### src/rtl/irq_access_sequencer.sv
`default_nettype none
// ============================================================================
// Module      : irq_access_sequencer
// Description : Arbitrates CAN event pulses and CPU writes onto the 16-bit
//               interrupt register and derives the active-low host interrupt.
// Revision    : 1.0 - initial release
// ============================================================================
module irq_access_sequencer #(
  parameter logic RR_EN   = 1'b1,
  parameter logic IRQ_REG = 1'b1
) (
  input  logic        clk,
  input  logic        rst,
  input  logic        ev_status,
  input  logic        ev_suctra,
  input  logic        ev_sucrec,
  input  logic        cpu_wr,
  input  logic [15:0] cpu_wdata,
  input  logic [15:0] reg_q,
  output logic        can,
  output logic        irqstatusc,
  output logic        irqsuctrac,
  output logic        irqsucrecc,
  output logic        cpu,
  output logic        onoffnin,
  output logic        iestatusp,
  output logic        iesuctrap,
  output logic        iesucrecp,
  output logic        irqstatusp,
  output logic        irqsuctrap,
  output logic        irqsucrecp,
  output logic        cpu_busy,
  output logic        cpu_err,
  output logic        ev_ovr,
  output logic        irq_n
);

  localparam logic [1:0] c_IDLE    = 2'd0;
  localparam logic [1:0] c_CAN_GNT = 2'd1;
  localparam logic [1:0] c_CPU_GNT = 2'd2;
  localparam logic [1:0] c_GAP     = 2'd3;

  logic [1:0] r_state;
  logic [1:0] w_state_nxt;
  logic [2:0] r_pend;
  logic [2:0] r_snap;
  logic       r_last_can;
  logic       r_cpu_busy;
  logic [6:0] r_cpu_data;
  logic       r_cpu_err;
  logic       r_ev_ovr;

  logic [2:0] w_ev;
  logic [2:0] w_clr;
  logic       w_can_go;
  logic       w_cpu_go;
  logic       w_take_can;
  logic       w_take_cpu;
  logic       w_irq;
  logic       w_can_act;
  logic       w_cpu_act;
  logic       w_unused;

  assign w_ev = {ev_status, ev_suctra, ev_sucrec};

  // Round-robin: CAN wins unless the CPU is waiting and CAN had the last slot.
  assign w_can_go = (|r_pend) && (!r_cpu_busy || !RR_EN || !r_last_can);
  assign w_cpu_go = r_cpu_busy && ((r_pend == 3'b000) || (RR_EN && r_last_can));

  always_comb begin
    w_state_nxt = r_state;
    w_take_can  = 1'b0;
    w_take_cpu  = 1'b0;
    case (r_state)
      c_IDLE: begin
        if (w_can_go) begin
          w_state_nxt = c_CAN_GNT;
          w_take_can  = 1'b1;
        end else if (w_cpu_go) begin
          w_state_nxt = c_CPU_GNT;
          w_take_cpu  = 1'b1;
        end
      end
      c_CAN_GNT: w_state_nxt = c_GAP;
      c_CPU_GNT: w_state_nxt = c_GAP;
      c_GAP:     w_state_nxt = c_IDLE;
      default:   w_state_nxt = c_IDLE;
    endcase
  end

  // The snapshot taken on CAN grant clears exactly the bits it captured.
  assign w_clr = w_take_can ? r_pend : 3'b000;

  always_ff @(posedge clk or negedge rst) begin
    if (!rst) begin
      r_state    <= c_IDLE;
      r_pend     <= 3'b000;
      r_snap     <= 3'b000;
      r_last_can <= 1'b0;
      r_ev_ovr   <= 1'b0;
    end else begin
      r_state  <= w_state_nxt;
      r_pend   <= (r_pend & ~w_clr) | w_ev;
      r_ev_ovr <= |(w_ev & r_pend & ~w_clr);
      if (w_take_can) begin
        r_snap     <= r_pend;
        r_last_can <= 1'b1;
      end else if (w_take_cpu) begin
        r_last_can <= 1'b0;
      end
    end
  end

  always_ff @(posedge clk or negedge rst) begin
    if (!rst) begin
      r_cpu_busy <= 1'b0;
      r_cpu_data <= 7'd0;
      r_cpu_err  <= 1'b0;
    end else begin
      r_cpu_err <= cpu_wr & r_cpu_busy;
      if (cpu_wr && !r_cpu_busy) begin
        r_cpu_busy <= 1'b1;
        r_cpu_data <= {cpu_wdata[15], cpu_wdata[6:4], cpu_wdata[2:0]};
      end else if (r_state == c_CPU_GNT) begin
        r_cpu_busy <= 1'b0;
      end
    end
  end

  assign w_can_act = (r_state == c_CAN_GNT);
  assign w_cpu_act = (r_state == c_CPU_GNT);

  assign can        = w_can_act;
  assign irqstatusc = w_can_act & r_snap[2];
  assign irqsuctrac = w_can_act & r_snap[1];
  assign irqsucrecc = w_can_act & r_snap[0];

  assign cpu        = w_cpu_act;
  assign onoffnin   = w_cpu_act & r_cpu_data[6];
  assign iestatusp  = w_cpu_act & r_cpu_data[5];
  assign iesuctrap  = w_cpu_act & r_cpu_data[4];
  assign iesucrecp  = w_cpu_act & r_cpu_data[3];
  assign irqstatusp = w_cpu_act & r_cpu_data[2];
  assign irqsuctrap = w_cpu_act & r_cpu_data[1];
  assign irqsucrecp = w_cpu_act & r_cpu_data[0];

  assign cpu_busy = r_cpu_busy;
  assign cpu_err  = r_cpu_err;
  assign ev_ovr   = r_ev_ovr;

  // Interrupt asserted when globally enabled and any enabled flag is set.
  assign w_irq = reg_q[15] & (|(reg_q[6:4] & reg_q[2:0]));

  generate
    if (IRQ_REG) begin : g_irq_reg
      logic r_irq_n;
      always_ff @(posedge clk or negedge rst) begin
        if (!rst) begin
          r_irq_n <= 1'b1;
        end else begin
          r_irq_n <= ~w_irq;
        end
      end
      assign irq_n = r_irq_n;
    end else begin : g_irq_comb
      assign irq_n = ~w_irq;
    end
  endgenerate

  assign w_unused = ^{reg_q[14:7], reg_q[3], cpu_wdata[14:7], cpu_wdata[3]};

endmodule
`default_nettype wire

### config.mk
export PLATFORM = sky130hd
export DESIGN_NAME = irq_access_sequencer
export DESIGN_NICKNAME = d
export VERILOG_FILES = /design/src/rtl/irq_access_sequencer.sv
export SDC_FILE = /design/constraint.sdc
export NUM_CORES = 1
export LEC_CHECK = 0
export ABC_AREA = 0
export CAP_MARGIN = 20
export CORE_ASPECT_RATIO = 0.8
export CORE_UTILIZATION = 37
export CTS_CLUSTER_SIZE = 24
export DETAILED_ROUTE_END_ITERATION = 10
export GPL_TIMING_DRIVEN = 0
export PLACE_DENSITY = 0.88
export SLEW_MARGIN = 0
export SYNTH_ARGS = -nofsm -noshare
export SYNTH_HDL_FRONTEND = slang
export SYNTH_SLANG_ARGS = --single-unit
### constraint.sdc
create_clock -name clk -period 2 [get_ports clk]
set_input_delay 0.3 -clock clk [delete_from_list [all_inputs] [get_ports clk]]
set_output_delay 0.3 -clock clk [all_outputs]
set_load 0.02 [all_outputs]
==> summary.md <==
| Metric | Value |
|---|---|
| Status | `finished with violations` |
| Failing checks | `design-rule violations` |
| Crit. End Element | `output pin` |
| Final clock period utilization by the worst path | `94.1%` |
| Slew Viols, Final | `0` |
| Die Y | `46.6 um` |
| Mean routed wirelength per cell | `12.3 um` |
| Layout cell share with drive strength beyond 1 | `18.8%` |
| R2R cell count | `5` |
| Crit Path Category | `reg2out` |
| Clock-pin slew on the worst setup and hold paths | `110 ps` |
| M2 GR Usage | `25.1%` |
| Worst r2r src | `r_state[0]` |
| Layout area overhead | `44.6%` |
| CP max-delay cell | `clkdlybuf4s50_1` |
| Post-CTS setup buffer count | `0` |
| Post-synth top area share | `51.6%` |
| First-pass GRT wire length | `2.81 mm` |
| Hold buffers post-CTS | `0` |
| Global route overflow | `0` |
| Dpl hpwl | `1.31 mm` |
| Die Area | `2690 um^2` |
| Sequential share of the synthesized area | `54.5%` |
| Initial Utilization | `40.9%` |
| Startpoint Class | `register` |
| CP max stage delay | `610 ps` |
| H-tree depth | `1` |
| Final Hold Fails | `0` |
| Num CTS Buffers | `3` |
| Final min period | `1880 ps` |
| Post-Route WL | `1.68 mm` |
| Worst Path Buf+Inv | `2` |
| Post-route ant nets | `0` |
| Critical R2R Capture | `r_snap[2]` |
| Synth top area cells | `dfrtp_1, mux2_2, and2_1` |
| Grt peak-use layer | `met2` |
| Pin count of the biggest net entering global routing | `21` |
| Worst-Margin Slew | `871 ps` |
| Cell Rows | `15` |
| Die W | `57.8 um` |
| CP cell instances | `inv_1 -> ha_1 -> clkdlybuf4s50_1` |
| Detailed-route DRC error count | `3` |
| Worst reg-to-reg setup slack | `430 ps` |
| Async SR Flop Fraction | `100%` |
| Post-synth EDFFs | `0` |
| Vias/cell | `5.21` |
| CORE AREA | `2250 um^2` |
| Vias in the first global route | `672` |
| Diodes inserted | `0` |
| GR Util All Layers | `14.2%` |
| Tot Pwr | `1.87 mW` |
| Synthesized flop and latch total | `20` |
| Syn Std Cell Area | `921 um^2` |
| Pre-antenna DRT Iters | `7` |
| # clock sinks | `20` |
| Max Freq | `531 MHz` |
| Vias post-DR | `714` |
| Fillers | `194` |
| Most numerous cell in the Yosys netlist | `dfrtp_1` |
| WP data arrival | `1580 ps` |
| Setup-failing EPs final | `0` |
| Root Driver | `clkbuf_4` |
| Max_cap viols | `0` |
| Min-delay worst type | `in2async` |
| Clock Skew | `2.62 ps` |
| Critical path required time | `1700 ps` |
| Met1 Usage GRT | `17.3%` |
| Routability cong. | `0.721` |
| Nets | `154` |
| Syn Inst Count | `73` |
| Setup TNS | `0 ps` |
| Final core utilization | `59.1%` |
| I/O pin count | `54` |
| Worst slew margin | `41.7%` |
| TritonCTS clock tree | `yes` |
| Initial antenna violation count | `0` |
| Synth Flop Type | `dfrtp_1` |
| CTS max path bufs | `2` |
| Max VDD drop | `0.000592 V` |
| Post-synthesis average cell area | `12.6 um^2` |
| 1st-iter DRT viols | `18` |
| Largest area contributor in the netlist | `dfrtp_1` |
| RSZ-0062 raised after global routing | `no` |
| Critical path's top delay family | `buffers and inverters` |
| Mapped Nets | `114` |
| Syn. warnings | `0` |
| Synth cell count leaders | `dfrtp_1, and2_1, mux2_2` |
| Met3 Use GR | `4.49%` |
| PwrDens | `1400 nW/um^2` |
| LEAKAGE | `0.606 nW` |
| Worst-skew pair later-pin latency | `290 ps` |
| Yosys cell types | `23` |
| # port buffers | `35` |
| Crit path max fanout | `4` |
## through the flow
step	area (um^2)	setup slack [ps]	instances	hold slack (ps)
CTS	1330	0.479	137	504
global placement	1300	177	133	481
global route	1330	23.1	137	517
detailed placement	1300	154	133	488
finish	1330	118	137	488
floorplan	921	598	73	4.41
## per-layer routing
layer	up-vias	wire, um
met5	-	0
li1	337	-
met3	2	109
met2	27	838
met1	348	714
met4	0	18
## registers in the layout (all words and copies together) (netlist names)
| register | cells |
|---|---|
| irq_n | 1 |
| r_cpu_data | 7 |
| r_state | 2 |
| cpu_err | 1 |
| cpu_busy | 1 |
| r_snap | 3 |
| r_pend | 3 |
| ev_ovr | 1 |
| r_last_can | 1 |
## layout make-up
type	instances	area [um^2]	share of cell area (%)
Sequential cell	20	502	37.7
Inverter	3	11.3	0.846
Tap cell	25	31.3	2.35
Buffer	2	10.0	0.752
Timing Repair Buffer	35	340	25.6
Clock buffer	4	36.3	2.73
Multi-Input combinational cell	48	400	30.1
## logic make-up after synthesis
logic type | Yosys count | synth area share, %
fa+ha+maj | 3 | 4.08
mux | 10 | 13.5
flops | 20 | 54.5
compound gates | 15 | 12.2
simple gates | 20 | 13.5
buf+inv | 5 | 2.31
## layout by cell type, fill, tap and decap left out, types with 3 or more instances in the layout
cell / n
clkdlybuf4s50_1: 24
dfrtp_1: 19
and2_1: 11
dlygate4sd2_1: 10
mux2_2: 7
a21o_1: 3
inv_1: 3
a21oi_1: 3
mux2_4: 3
clkbuf_4: 3
## power by group
group | switching (mW) | internal (mW) | total [mW]
clock network | 0.117 | 0.111 | 0.228
logic | 0.464 | 0.481 | 0.946
registers | 0.112 | 0.582 | 0.694
total | 0.693 | 1.17 | 1.87
## how the worst max path moves through the flow
stage          startpoint          to  cells past startpoint
2_1_floorplan  r_state[0]   r_snap[0]                      5
3_3_place_gp   r_state[0]  irqstatusp                      4
3_5_place_dp   r_state[0]   iesucrecp                      4
4_1_cts        r_state[0]         cpu                      3
5_1_grt        r_state[1]         can                      3
6_report       r_state[1]         can                      3
## repair_timing
action,in CTS,in global routing
gates resized for setup,11,1
cloned,0,0
setup endpoints to repair,11,1
Power figures use the tool's default switching activity.
